[src/rtl/cv32e40p_apu_core_pkg.sv]
// Shared APU widths and the router's order-entry type and error flags.
package cv32e40p_apu_core_pkg;

  localparam int APU_NARGS_CPU    = 3;
  localparam int APU_WOP_CPU      = 6;
  localparam int APU_NDSFLAGS_CPU = 15;
  localparam int APU_NUSFLAGS_CPU = 5;

  // Wide enough to name any unit of the largest router (four units).
  localparam int APU_ROUTER_SELW = 2;

  // Status flags returned to the core for a request aimed at a missing unit.
  localparam logic [APU_NUSFLAGS_CPU-1:0] APU_ROUTER_ERR_FLAGS = '1;

  // One entry per granted request, kept in grant order.
  typedef struct packed {
    logic                       err;
    logic [APU_ROUTER_SELW-1:0] sel;
  } apu_router_order_t;

  // Unit-select width; a single unit still gets one (ignored) bit.
  function automatic int apu_router_uw(input int n_units);
    return (n_units > 1) ? $clog2(n_units) : 1;
  endfunction

endpackage

[src/rtl/cv32e40p_apu_router_if.sv]
// Core-side and unit-side APU signals bundled for the router.
interface cv32e40p_apu_router_if
  import cv32e40p_apu_core_pkg::*;
#(
  parameter int N_UNITS = 2
);

  logic                                    apu_req_i;
  logic                                    apu_gnt_o;
  logic [APU_NARGS_CPU-1:0][31:0]          apu_operands_i;
  logic [APU_WOP_CPU-1:0]                  apu_op_i;
  logic [APU_NDSFLAGS_CPU-1:0]             apu_flags_i;
  logic                                    apu_rvalid_o;
  logic [31:0]                             apu_result_o;
  logic [APU_NUSFLAGS_CPU-1:0]             apu_rflags_o;

  logic [N_UNITS-1:0]                      unit_req_o;
  logic [N_UNITS-1:0]                      unit_gnt_i;
  logic [APU_NARGS_CPU-1:0][31:0]          unit_operands_o;
  logic [APU_WOP_CPU-1:0]                  unit_op_o;
  logic [APU_NDSFLAGS_CPU-1:0]             unit_flags_o;
  logic [N_UNITS-1:0]                      unit_rvalid_i;
  logic [N_UNITS-1:0][31:0]                unit_result_i;
  logic [N_UNITS-1:0][APU_NUSFLAGS_CPU-1:0] unit_rflags_i;

  // Router view: slave towards the core, master towards the units.
  modport slave (
    input  apu_req_i, apu_operands_i, apu_op_i, apu_flags_i,
    input  unit_gnt_i, unit_rvalid_i, unit_result_i, unit_rflags_i,
    output apu_gnt_o, apu_rvalid_o, apu_result_o, apu_rflags_o,
    output unit_req_o, unit_operands_o, unit_op_o, unit_flags_o
  );

  // Environment view: the core and the units around the router.
  modport master (
    output apu_req_i, apu_operands_i, apu_op_i, apu_flags_i,
    output unit_gnt_i, unit_rvalid_i, unit_result_i, unit_rflags_i,
    input  apu_gnt_o, apu_rvalid_o, apu_result_o, apu_rflags_o,
    input  unit_req_o, unit_operands_o, unit_op_o, unit_flags_o
  );

endinterface

[src/rtl/cv32e40p_apu_router_fifo.sv]
// Small synchronous FIFO; an extra pointer bit separates full from empty.
module cv32e40p_apu_router_fifo #(
  parameter int WIDTH = 8,
  parameter int DEPTH = 4
) (
  input  logic             clk,
  input  logic             rst,
  input  logic             push,
  input  logic [WIDTH-1:0] wdata,
  input  logic             pop,
  output logic [WIDTH-1:0] rdata,
  output logic             full,
  output logic             empty
);

  localparam int AW = $clog2(DEPTH);

  logic [AW:0]      wr_ptr;
  logic [AW:0]      rd_ptr;
  logic [WIDTH-1:0] mem [DEPTH];
  logic             do_push;
  logic             do_pop;

  assign empty   = (wr_ptr == rd_ptr);
  assign full    = (wr_ptr[AW] != rd_ptr[AW]) && (wr_ptr[AW-1:0] == rd_ptr[AW-1:0]);
  assign do_push = push & ~full;
  assign do_pop  = pop & ~empty;
  assign rdata   = mem[rd_ptr[AW-1:0]];

  // Pointer advance; pushes into a full FIFO and pops from an empty one are ignored.
  always_ff @(posedge clk or posedge rst) begin
    if (rst) begin
      wr_ptr <= '0;
      rd_ptr <= '0;
    end else begin
      if (do_push) wr_ptr <= wr_ptr + (AW+1)'(1);
      if (do_pop)  rd_ptr <= rd_ptr + (AW+1)'(1);
    end
  end

  // Storage write; contents need no reset because the pointers define validity.
  always_ff @(posedge clk) begin
    if (do_push) mem[wr_ptr[AW-1:0]] <= wdata;
  end

endmodule

[src/rtl/cv32e40p_apu_router.sv]
// Routes core APU requests to one of several units and returns results in grant order.
module cv32e40p_apu_router
  import cv32e40p_apu_core_pkg::*;
#(
  parameter int N_UNITS = 2,
  parameter int DEPTH   = 4
) (
  input  logic                  clk_i,
  input  logic                  rst_i,
  cv32e40p_apu_router_if.slave  bus,
  output logic [N_UNITS-1:0]    unit_clk_en_o,
  output logic                  err_unit_o
);

  localparam int UW = apu_router_uw(N_UNITS);
  localparam int CW = $clog2(DEPTH) + 1;
  localparam int RW = 32 + APU_NUSFLAGS_CPU;
  localparam int OW = $bits(apu_router_order_t);

  logic [APU_ROUTER_SELW-1:0] sel;
  logic                       in_range;
  logic                       space;
  logic                       err_grant;
  logic                       grant;
  logic [CW-1:0]              sel_outstanding;
  logic [CW-1:0]              outstanding [N_UNITS];

  logic [N_UNITS-1:0] unit_req;
  logic [N_UNITS-1:0] unit_grant;
  logic [N_UNITS-1:0] accept;
  logic [N_UNITS-1:0] avail;
  logic [N_UNITS-1:0] resp_push;
  logic [N_UNITS-1:0] resp_pop;
  logic [N_UNITS-1:0] resp_full;
  logic [N_UNITS-1:0] resp_empty;
  logic [N_UNITS-1:0] retire_unit;
  logic [RW-1:0]      resp_rdata [N_UNITS];
  logic [RW-1:0]      unit_data  [N_UNITS];

  logic              order_full;
  logic              order_empty;
  logic [OW-1:0]     order_rdata;
  apu_router_order_t order_push_data;
  apu_router_order_t order_head;

  logic                        retire;
  logic [RW-1:0]               retire_data;
  logic                        rvalid_q;
  logic [31:0]                 result_q;
  logic [APU_NUSFLAGS_CPU-1:0] rflags_q;

  // Unit select from the top opcode bits; a single-unit router always targets unit 0.
  always_comb begin
    sel = '0;
    if (N_UNITS > 1) sel = APU_ROUTER_SELW'(bus.apu_op_i[APU_WOP_CPU-1 -: UW]);
  end

  assign in_range = (int'(sel) < N_UNITS);

  // Outstanding count of the selected unit; a missing unit counts as idle.
  always_comb begin
    sel_outstanding = '0;
    for (int u = 0; u < N_UNITS; u++) begin
      if (sel == APU_ROUTER_SELW'(u)) sel_outstanding = outstanding[u];
    end
  end

  assign space = ~order_full & (sel_outstanding < CW'(DEPTH));

  // Request only the selected unit, and only when its answer has somewhere to go.
  always_comb begin
    unit_req = '0;
    for (int u = 0; u < N_UNITS; u++) begin
      unit_req[u] = bus.apu_req_i & space & (sel == APU_ROUTER_SELW'(u));
    end
  end

  assign unit_grant = unit_req & bus.unit_gnt_i;
  assign err_grant  = bus.apu_req_i & space & ~in_range;
  assign grant      = (|unit_grant) | err_grant;

  assign bus.apu_gnt_o       = grant;
  assign bus.unit_req_o      = unit_req;
  assign bus.unit_operands_o = bus.apu_operands_i;
  assign bus.unit_op_o       = bus.apu_op_i;
  assign bus.unit_flags_o    = bus.apu_flags_i;

  // Order entry recorded for every grant, including requests to a missing unit.
  always_comb begin
    order_push_data     = '0;
    order_push_data.err = ~in_range;
    order_push_data.sel = sel;
  end

  cv32e40p_apu_router_fifo #(
    .WIDTH (OW),
    .DEPTH (DEPTH)
  ) i_order_fifo (
    .clk   (clk_i),
    .rst   (rst_i),
    .push  (grant),
    .wdata (order_push_data),
    .pop   (retire),
    .rdata (order_rdata),
    .full  (order_full),
    .empty (order_empty)
  );

  assign order_head = apu_router_order_t'(order_rdata);

  for (genvar gu = 0; gu < N_UNITS; gu++) begin : g_unit
    cv32e40p_apu_router_fifo #(
      .WIDTH (RW),
      .DEPTH (DEPTH)
    ) i_resp_fifo (
      .clk   (clk_i),
      .rst   (rst_i),
      .push  (resp_push[gu]),
      .wdata ({bus.unit_result_i[gu], bus.unit_rflags_i[gu]}),
      .pop   (resp_pop[gu]),
      .rdata (resp_rdata[gu]),
      .full  (resp_full[gu]),
      .empty (resp_empty[gu])
    );
  end

  // Per-unit response availability; an empty FIFO lets a fresh response bypass it.
  always_comb begin
    accept = '0;
    avail  = '0;
    for (int u = 0; u < N_UNITS; u++) begin
      accept[u]    = bus.unit_rvalid_i[u] & (outstanding[u] != '0);
      avail[u]     = ~resp_empty[u] | accept[u];
      unit_data[u] = resp_empty[u] ? {bus.unit_result_i[u], bus.unit_rflags_i[u]}
                                   : resp_rdata[u];
    end
  end

  // Retire at most the order-FIFO head, once its response (or error status) is ready.
  always_comb begin
    retire      = 1'b0;
    retire_unit = '0;
    retire_data = '0;
    if (!order_empty) begin
      if (order_head.err) begin
        retire      = 1'b1;
        retire_data = {32'd0, APU_ROUTER_ERR_FLAGS};
      end else begin
        for (int u = 0; u < N_UNITS; u++) begin
          if ((order_head.sel == APU_ROUTER_SELW'(u)) && avail[u]) begin
            retire         = 1'b1;
            retire_unit[u] = 1'b1;
            retire_data    = unit_data[u];
          end
        end
      end
    end
  end

  // Response FIFO traffic; a bypassed response is consumed without being stored.
  always_comb begin
    resp_pop  = '0;
    resp_push = '0;
    for (int u = 0; u < N_UNITS; u++) begin
      resp_pop[u]  = retire_unit[u] & ~resp_empty[u];
      resp_push[u] = accept[u] & ~resp_full[u] & ~(retire_unit[u] & resp_empty[u]);
    end
  end

  // Outstanding counters; a grant and a retire on the same unit cancel out.
  always_ff @(posedge clk_i or posedge rst_i) begin
    if (rst_i) begin
      for (int u = 0; u < N_UNITS; u++) outstanding[u] <= '0;
    end else begin
      for (int u = 0; u < N_UNITS; u++) begin
        case ({unit_grant[u], retire_unit[u]})
          2'b10:   outstanding[u] <= outstanding[u] + CW'(1);
          2'b01:   outstanding[u] <= outstanding[u] - CW'(1);
          default: outstanding[u] <= outstanding[u];
        endcase
      end
    end
  end

  // Registered core response and sticky missing-unit flag.
  always_ff @(posedge clk_i or posedge rst_i) begin
    if (rst_i) begin
      rvalid_q   <= 1'b0;
      result_q   <= '0;
      rflags_q   <= '0;
      err_unit_o <= 1'b0;
    end else begin
      rvalid_q <= retire;
      if (retire) {result_q, rflags_q} <= retire_data;
      if (err_grant) err_unit_o <= 1'b1;
    end
  end

  assign bus.apu_rvalid_o = rvalid_q;
  assign bus.apu_result_o = result_q;
  assign bus.apu_rflags_o = rflags_q;

  // Keep a unit clocked while it has work in flight, is being asked, or has results queued.
  always_comb begin
    unit_clk_en_o = '0;
    for (int u = 0; u < N_UNITS; u++) begin
      unit_clk_en_o[u] = (outstanding[u] != '0) | unit_req[u] | ~resp_empty[u];
    end
  end

endmodule

[src/flat_wrapper.sv]
// flat-port wrapper written by rule: the top's interface ports become plain ports
module cv32e40p_apu_router_flat import cv32e40p_apu_core_pkg::*;
#(
  parameter int N_UNITS = 2,
  parameter int DEPTH   = 4
)
  (clk_i, rst_i, unit_clk_en_o, err_unit_o, bus_apu_req_i, bus_apu_operands_i, bus_apu_op_i, bus_apu_flags_i, bus_unit_gnt_i, bus_unit_rvalid_i, bus_unit_result_i, bus_unit_rflags_i, bus_apu_gnt_o, bus_apu_rvalid_o, bus_apu_result_o, bus_apu_rflags_o, bus_unit_req_o, bus_unit_operands_o, bus_unit_op_o, bus_unit_flags_o);
  cv32e40p_apu_router_if #(.N_UNITS(N_UNITS)) bus_i ();
  input  logic clk_i;
  input  logic rst_i;
  output logic [N_UNITS-1:0] unit_clk_en_o;
  output logic err_unit_o;
  input wire logic [$bits(bus_i.apu_req_i)-1:0] bus_apu_req_i;
  input wire logic [$bits(bus_i.apu_operands_i)-1:0] bus_apu_operands_i;
  input wire logic [$bits(bus_i.apu_op_i)-1:0] bus_apu_op_i;
  input wire logic [$bits(bus_i.apu_flags_i)-1:0] bus_apu_flags_i;
  input wire logic [$bits(bus_i.unit_gnt_i)-1:0] bus_unit_gnt_i;
  input wire logic [$bits(bus_i.unit_rvalid_i)-1:0] bus_unit_rvalid_i;
  input wire logic [$bits(bus_i.unit_result_i)-1:0] bus_unit_result_i;
  input wire logic [$bits(bus_i.unit_rflags_i)-1:0] bus_unit_rflags_i;
  output wire logic [$bits(bus_i.apu_gnt_o)-1:0] bus_apu_gnt_o;
  output wire logic [$bits(bus_i.apu_rvalid_o)-1:0] bus_apu_rvalid_o;
  output wire logic [$bits(bus_i.apu_result_o)-1:0] bus_apu_result_o;
  output wire logic [$bits(bus_i.apu_rflags_o)-1:0] bus_apu_rflags_o;
  output wire logic [$bits(bus_i.unit_req_o)-1:0] bus_unit_req_o;
  output wire logic [$bits(bus_i.unit_operands_o)-1:0] bus_unit_operands_o;
  output wire logic [$bits(bus_i.unit_op_o)-1:0] bus_unit_op_o;
  output wire logic [$bits(bus_i.unit_flags_o)-1:0] bus_unit_flags_o;
  assign bus_i.apu_req_i = bus_apu_req_i;
  assign bus_i.apu_operands_i = bus_apu_operands_i;
  assign bus_i.apu_op_i = bus_apu_op_i;
  assign bus_i.apu_flags_i = bus_apu_flags_i;
  assign bus_i.unit_gnt_i = bus_unit_gnt_i;
  assign bus_i.unit_rvalid_i = bus_unit_rvalid_i;
  assign bus_i.unit_result_i = bus_unit_result_i;
  assign bus_i.unit_rflags_i = bus_unit_rflags_i;
  assign bus_apu_gnt_o = bus_i.apu_gnt_o;
  assign bus_apu_rvalid_o = bus_i.apu_rvalid_o;
  assign bus_apu_result_o = bus_i.apu_result_o;
  assign bus_apu_rflags_o = bus_i.apu_rflags_o;
  assign bus_unit_req_o = bus_i.unit_req_o;
  assign bus_unit_operands_o = bus_i.unit_operands_o;
  assign bus_unit_op_o = bus_i.unit_op_o;
  assign bus_unit_flags_o = bus_i.unit_flags_o;
  cv32e40p_apu_router #(.N_UNITS(N_UNITS), .DEPTH(DEPTH)) u_core (.clk_i(clk_i), .rst_i(rst_i), .bus(bus_i), .unit_clk_en_o(unit_clk_en_o), .err_unit_o(err_unit_o));
endmodule
[config.mk]
export PLATFORM = sky130hd
export DESIGN_NAME = cv32e40p_apu_router_flat
export DESIGN_NICKNAME = d
export VERILOG_FILES = /design/src/rtl/cv32e40p_apu_core_pkg.sv /design/src/rtl/cv32e40p_apu_router_if.sv /design/src/rtl/cv32e40p_apu_router_fifo.sv /design/src/rtl/cv32e40p_apu_router.sv /design/src/flat_wrapper.sv
export SDC_FILE = /design/constraint.sdc
export NUM_CORES = 1
export LEC_CHECK = 0
export CORE_MARGIN = 2
export CORE_UTILIZATION = 35
export CTS_CLUSTER_SIZE = 12
export DETAILED_ROUTE_END_ITERATION = 10
export GPL_TIMING_DRIVEN = 0
export PLACE_DENSITY = 0.69
export SYNTH_ARGS = -nofsm -noshare
export SYNTH_HDL_FRONTEND = slang
export SYNTH_SLANG_ARGS = --single-unit
[constraint.sdc]
create_clock -name clk_i -period 6.3 [get_ports clk_i]
set_input_delay 1.575 -clock clk_i [delete_from_list [all_inputs] [get_ports clk_i]]
set_output_delay 1.575 -clock clk_i [all_outputs]
set_load 0.005 [all_outputs]
Word-level counts from Yosys, hierarchy flattened
Memory sizes are Yosys's and may differ from the RTL's. Cells that the tools add are included.

Order comparisons: 2. Bitwise operators: 38. Equality and inequality tests: 14. Reductions and logical operators: 12. Multiplexer cells: 23. Add/subtract/negate cells: 10.

Operators by type and width (number): $mux W37 (6); $add A3 B1 Y3 const B (8); $and A1 B1 Y1 (21); $pmux W3 S2 (2); $mux W1 (11); $eq A3 B3 Y1 (3); $not A1 Y1 (9); $or A1 B1 Y1 (7); $eq A2 B1 Y1 const B (3); $eq A2 B2 Y1 (3); $mux W3 (2); $reduce_bool A3 Y1 (2); $sub A3 B1 Y3 const B (2); $logic_and A1 B1 Y1 (5); $eq A2 B2 Y1 const B (2); $logic_not A2 Y1 (2); $mux W2 (2); $reduce_bool A2 Y1 (2); $lt A3 B3 Y1 const B (1); $ne A1 B1 Y1 (3); $and A2 B2 Y2 (1); $lt A1 B2 Y1 const B (1); $reduce_or A2 Y1 (1).

Memories kept: 3. Bits in writable memories: 304. Word-level logic and storage cells: 114. Output and inout port bits: 161. Register bits: 63. Input port bits: 198.

Memories: u_core.g_unit[0].i_resp_fifo.mem (depth 4, bits a word 37, read ports 1, clocked after memory_dff 0, write ports 1, line cv32e40p_apu_router_fifo.sv:20) `logic [WIDTH-1:0] mem [DEPTH];`; u_core.g_unit[1].i_resp_fifo.mem (depth 4, bits a word 37, read ports 1, clocked after memory_dff 0, write ports 1, line cv32e40p_apu_router_fifo.sv:20); u_core.i_order_fifo.mem (depth 4, bits a word 2, read ports 1, clocked after memory_dff 0, write ports 1, line cv32e40p_apu_router_fifo.sv:20).

Logic depth before layout (Yosys ltp)
Depth in word-level cells: 13. Depth in mapped cells: 11. Mapped depth without buffers: 10.

Modules after synthesis
Synthesis repeated with hierarchy kept, for this count alone.

Cell total of the unflattened synthesis: 946. Area total of the unflattened synthesis: 16560.9 sq um.

By module, submodules not included: cv32e40p_apu_router_fifo (u_core.g_unit[0].i_resp_fifo ...) (seq. area each 4594.4 sq um, instances 2, cells an instance 244, area each 5856.9 sq um); cv32e40p_apu_router (seq. area each 1101.1 sq um, instances 1, cells an instance 392, area each 3895.0 sq um); cv32e40p_apu_router_fifo (u_core.i_order_fifo) (seq. area each 510.5 sq um, instances 1, cells an instance 66, area each 952.2 sq um).

Worst setup path before layout
No wires, ideal clock.

Path type: input port to output port. From: input port bus_apu_op_i[5]. To: output port unit_clk_en_o[1]. Arrival: 2.274 ns. Cell stages on the path: 4. Required time: 4.725 ns. Path buffers: 0. Setup slack: 2.451 ns. Path through: mux2i_1 > o311ai_1 > nor2_1 > or3_1.

Longest elaborated chain between the ends: 9.

RTL lines: start, declared (line flat_wrapper.sv:15) `input wire logic [$bits(bus_i.apu_op_i)-1:0] bus_apu_op_i;`; $logic_not A2 Y1 (line cv32e40p_apu_router.sv:64) `if (sel == APU_ROUTER_SELW'(u)) sel_outstanding = outstanding[u];`; $mux W3 (2 in series) (line cv32e40p_apu_router.sv:64); $lt A3 B3 Y1 (line cv32e40p_apu_router.sv:68) `assign space = ~order_full & (sel_outstanding < CW'(DEPTH));`; $and A1 B1 Y1 (line cv32e40p_apu_router.sv:68); $and A1 B1 Y1 (line cv32e40p_apu_router.sv:74) `unit_req[u] = bus.apu_req_i & space & (sel == APU_ROUTER_SELW'(u));`; $and A1 B1 Y1 (*) (line cv32e40p_apu_router.sv:74); named net bus_unit_req_o[1] (line flat_wrapper.sv:25) `output wire logic [$bits(bus_i.unit_req_o)-1:0] bus_unit_req_o;`; $or A1 B1 Y1 (*) (2 in series) (line cv32e40p_apu_router.sv:207) `unit_clk_en_o[u] = (outstanding[u] != '0) | unit_req[u] | ~resp_empty[u];`; end, declared (line flat_wrapper.sv:11) `output logic [N_UNITS-1:0] unit_clk_en_o;`.

The timed path passes the listed nets; every way through them passes the cells marked *.

Worst setup path after layout
From: input port bus_apu_op_i[5]. To: output port bus_apu_gnt_o.

Longest elaborated chain between the ends: 10. Elaborated cells between the ends (all ways): 14. Classes of those cells: order compare: 2; mux: 2; bitwise: 8; reduce/logical: 2.

RTL lines: $logic_not A2 Y1 (line cv32e40p_apu_router.sv:64, cv32e40p_apu_router.sv:74); $mux W3 (2 in series) (line cv32e40p_apu_router.sv:64); $lt A3 B3 Y1 (line cv32e40p_apu_router.sv:68); $and A1 B1 Y1 (line cv32e40p_apu_router.sv:68); $and A1 B1 Y1 (line cv32e40p_apu_router.sv:74, cv32e40p_apu_router.sv:79); $and A1 B1 Y1 (line cv32e40p_apu_router.sv:74); $and A2 B2 Y2 (line cv32e40p_apu_router.sv:78) `assign unit_grant = unit_req & bus.unit_gnt_i;`; $reduce_or A2 Y1 (line cv32e40p_apu_router.sv:80) `assign grant = (|unit_grant) | err_grant;`; $or A1 B1 Y1 (*) (line cv32e40p_apu_router.sv:80); end, declared (line flat_wrapper.sv:21) `output wire logic [$bits(bus_i.apu_gnt_o)-1:0] bus_apu_gnt_o;`.

Every way passes the cells marked *; elsewhere a longest branch is shown, timed or not.

==> summary.txt <==
STA
------------------------------------------------------------------------------------------------------
Final setup skew                                                                             0.0145 ns
Portion of the clock cycle consumed by the worst path in the final layout                        0.869
Sum Neg Setup Slack                                                                               0 ns
PnR worst setup slack                                                                         0.828 ns
Tightest Pin Transition                                                                       0.845 ns
Unrepaired setup endpoints after global routing                                                     no
Pins over their slew limit                                                                           0
Final Hold Fails                                                                                     0
Max Freq                                                                                     0.183 GHz
Number of setup violations in the final report                                                       0
Worst slew margin                                                                                0.437
Crit path time final                                                                           5.47 ns

STATUS
------------------------------------------------------------------------------------------------------
Result of the run                                                                         finished clean

POWER
------------------------------------------------------------------------------------------------------
Pleak                                                                                          7.01 nW
VDD IR-drop max                                                                               0.219 mV
PD cells                                                                                    493 nW/um2

SETUP PATH
------------------------------------------------------------------------------------------------------
Critical path capture point type                                                            output pin
Kind of start point of the critical path                                                    input port
Cell seen most often among critical-path stages                                           clkdlybuf4s50_1
Worst-path fanout max                                                                               10
Startpoint of the worst-slack reg-to-reg timing path                                      u_core.i_order_fifo.rd_ptr[0]
Required time at the worst-slack endpoint                                                      4.72 ns
Reg-to-reg endpoint                                                                       u_core.outstanding[2]
Start point of the critical path                                                          bus_apu_op_i[5]
Critical-path top delay cell                                                              clkdlybuf4s50_1
Signal arrival time at the worst endpoint                                                      3.90 ns
Slack of the worst reg-to-reg path                                                             3.13 ns
Startpoint-to-endpoint class of the critical path                                         input port to output pin
FF-to-FF path depth                                                                                 11
Biggest cell delay along the critical path                                                     0.76 ns
CP Cell Sequence                                                                          clkdlybuf4s50_1 > mux2i_1 > o311ai_1 > nor2_1 > clkdlybuf4s50_1
Endpoint of the worst setup timing path                                                   bus_apu_gnt_o

ROUTING
------------------------------------------------------------------------------------------------------
TritonRoute pass-1 iters                                                                             5
Final wirelength                                                                             41,600 um
Wirelength per Cell                                                                            22.1 um
Post-route DRC violation count                                                                       0
Via count normalized by instance count                                                            4.93
Post-route antenna net violation count                                                               0
Number of vias after detailed routing                                                            9,307
Violation count after the first detailed-routing iteration                                         650

FLOORPLAN
------------------------------------------------------------------------------------------------------
Die outline width                                                                               217 um
Die area                                                                                    47,300 um2
Die extent in y                                                                                 217 um
Effective utilization at floorplan                                                               0.353
Core region area                                                                            45,200 um2
Number of rows created at floorplan                                                                 78
IO Count                                                                                           359

YOSYS
------------------------------------------------------------------------------------------------------
Top cell type's share of synthesized area                                                        0.565
Top post-synthesis cells by count                                                         edfxtp_1 (300), buf_4 (125), or3_1 (76)
Post-synthesis sequential element count                                                            362
Post-synthesis average cell area                                                              16.5 um2
Cells taking the most area after synthesis                                                edfxtp_1 (56%), mux4_2 (11%), dfrtp_1 (9.7%)
Most repeated cell in the gate-level netlist after synthesis                                  edfxtp_1
Largest area contributor in the netlist                                                       edfxtp_1
Number of standard cells after synthesis                                                           966
Flip-flop cell with the highest count after synthesis                                         edfxtp_1
Cell area after synthesis                                                                   16,000 um2
Count of synthesis-stage warnings from yosys                                                         0
Share of synthesized registers carrying an async set or reset                                    0.171
Count of different cell masters after synthesis                                                     42
Post-synth EDFFs                                                                                   300
Share of synthesized area occupied by flip-flops and latches                                     0.662
Net count of the mapped netlist                                                                  1,183

GLOBAL ROUTING
------------------------------------------------------------------------------------------------------
GR Util All Layers                                                                               0.172
Largest net degree at the start of global routing                                                   37
Gr ovfl total                                                                                        0
Number of global-route vias before repair                                                        9,547
Initial antenna violation count                                                                      9
Global-route wire length before repair                                                       60,800 um

CTS
------------------------------------------------------------------------------------------------------
CTS hold repair buffers                                                                              0
Level count of the clock H-tree                                                                      2
Number of sinks handled by clock tree synthesis                                                    362
Maximum buffer depth of the clock tree                                                               3
TritonCTS clock tree                                                                             built
Clock Latency Late Sink                                                                        0.53 ns
Clock transition at the register clock pins on the worst setup and hold paths after CTS        0.06 ns
Gates resized, CTS repair                                                                            0
TritonCTS Buffers                                                                                   37
Buffer type at the clock tree root                                                           clkbuf_16
Post-CTS setup-driven buffer insertion count                                                         0

PLACEMENT
------------------------------------------------------------------------------------------------------
Worst Setup Slack post-DPL                                                                    0.781 ns
Post-detailed-placement half-perimeter wirelength                                            30,700 um
Weighted congestion reported at the end of routability-driven placement                          0.792
Input/output buffers                                                                               241

FINISH
------------------------------------------------------------------------------------------------------
Area added between synthesis and finish                                                          28.1%
Final core area utilization                                                                      0.452
Layout cells sized above 1                                                                       0.246
Net count of the finished layout                                                                 1,472

JOB
------------------------------------------------------------------------------------------------------
Max-cap violations                                                                                   0

WORST HOLD PATH
------------------------------------------------------------------------------------------------------
Hold/Removal Path Class                                                                   register to register

critical path: cells and delay by family:
| kind | cells | cell delay, ns |
|---|---|---|
| mux | 1 | 0.29 |
| compound gates | 1 | 0.24 |
| simple gates | 1 | 0.44 |
| buf+inv | 2 | 1.35 |
cell usage in the layout (no fill, tap or decap), types with 3 or more instances in the layout:
master / netlist / routed
nand3_1: 6 / 6
xnor2_1: 17 / 17
clkbuf_1: 31 / 50
ha_1: 17 / 17
buf_2: 9 / 9
xor2_1: 10 / 10
clkbuf_8: 0 / 3
diode_2: 0 / 6
inv_1: 15 / 14
a221oi_2: 37 / 37
mux4_2: 75 / 75
nor2_1: 42 / 42
edfxtp_1: 300 / 300
buf_12: 0 / 9
buf_4: 125 / 125
and3_1: 3 / 3
mux2_2: 3 / 3
mux2i_1: 4 / 4
nor3_1: 3 / 3
and2_2: 0 / 8
clkbuf_16: 0 / 39
and2_1: 17 / 9
or3_1: 76 / 76
clkinv_1: 0 / 3
o21ai_1: 7 / 7
o21ai_0: 71 / 71
buf_1: 5 / 5
dfrtp_1: 62 / 62
clkdlybuf4s50_1: 0 / 241
nand2_1: 5 / 5
state kept, by name, indices dropped and copies added, names as in the netlist:
name,cells
u_core.bus.apu_result_o,32
u_core.bus.apu_rflags_o,5
u_core.bus.apu_rvalid_o,1
u_core.g_unit.i_resp_fifo.mem,296
u_core.g_unit.i_resp_fifo.rd_ptr,6
u_core.g_unit.i_resp_fifo.wr_ptr,6
u_core.i_order_fifo.mem,4
u_core.i_order_fifo.rd_ptr,3
u_core.i_order_fifo.wr_ptr,3
u_core.outstanding,6
area by class of cell:
type | count | area (um2)
Inverter | 15 | 56.3
Tap cell | 600 | 751
Multi-Input combinational cell | 419 | 4230
Timing Repair Buffer | 250 | 2590
Buffer | 170 | 1120
Clock buffer | 61 | 1090
Antenna cell | 6 | 15.0
Sequential cell | 362 | 10600
Fill cell | 3877 | 24800
Clock inverter | 5 | 25.0
worst min path at each step:
| stage | start | endpoint | slack [ns] | cells past startpoint |
|---|---|---|---|---|
| after floorplan | u_core.outstanding[2] | u_core.outstanding[2] | 0.48 | 1 |
| after global placement | u_core.g_unit[1].i_resp_fifo.rd_ptr[2] | u_core.g_unit[1].i_resp_fifo.rd_ptr[2] | 0.50 | 1 |
| after detailed placement | u_core.g_unit[1].i_resp_fifo.rd_ptr[2] | u_core.g_unit[1].i_resp_fifo.rd_ptr[2] | 0.50 | 1 |
| after CTS | u_core.g_unit[1].i_resp_fifo.rd_ptr[2] | u_core.g_unit[1].i_resp_fifo.rd_ptr[2] | 0.51 | 1 |
| after global routing | u_core.g_unit[1].i_resp_fifo.rd_ptr[2] | u_core.g_unit[1].i_resp_fifo.rd_ptr[2] | 0.52 | 1 |
| final | u_core.outstanding[2] | u_core.outstanding[2] | 0.51 | 1 |
layer usage:
metal	part of all wire	global-route usage	vias to the layer above	wire, um
li1	-	-	4205	-
met1	0.36	0.199	4708	15200
met5	0.00077	0	-	32
met4	0.025	0.0660	6	1040
met3	0.067	0.0335	60	2780
met2	0.54	0.315	328	22600
power breakdown:
group | leakage (nW) | switching, mW | total (mW) | internal, mW
clock | 0.538 | 0.865 | 2.04 | 1.18
combinational | 3.02 | 2.46 | 4.40 | 1.94
sequential | 3.45 | 0.287 | 3.64 | 3.35
logic make-up (layout without fill, tap and decap cells):
kind of cell,Yosys count,count (layout),synth area share
adders and majority gates,19,19,0.0158
and+or+nand+nor,158,158,0.0539
other,1,7,0.000235
muxes,84,84,0.112
DFF,362,362,0.662
buffers and inverters,185,501,0.0736
xor gates and xnor gates,27,27,0.0148
AOI/OAI and AO/OA,130,130,0.0677
metrics by stage:
stage / hold WS [ns] / cell area [um2] / std cells / power (mW)
final: 0.515 / 20400 / 1888 / 10.1
after global routing: 0.524 / 20400 / 1887 / 10.6
after CTS: 0.514 / 20400 / 1882 / 10.2
after detailed placement: 0.505 / 19300 / 1816 / 8.13
after global placement: 0.503 / 19100 / 1807 / 7.95
after floorplan: 0.476 / 16000 / 966 / 6.50
No activity file was read; power rests on OpenSTA's default activity.
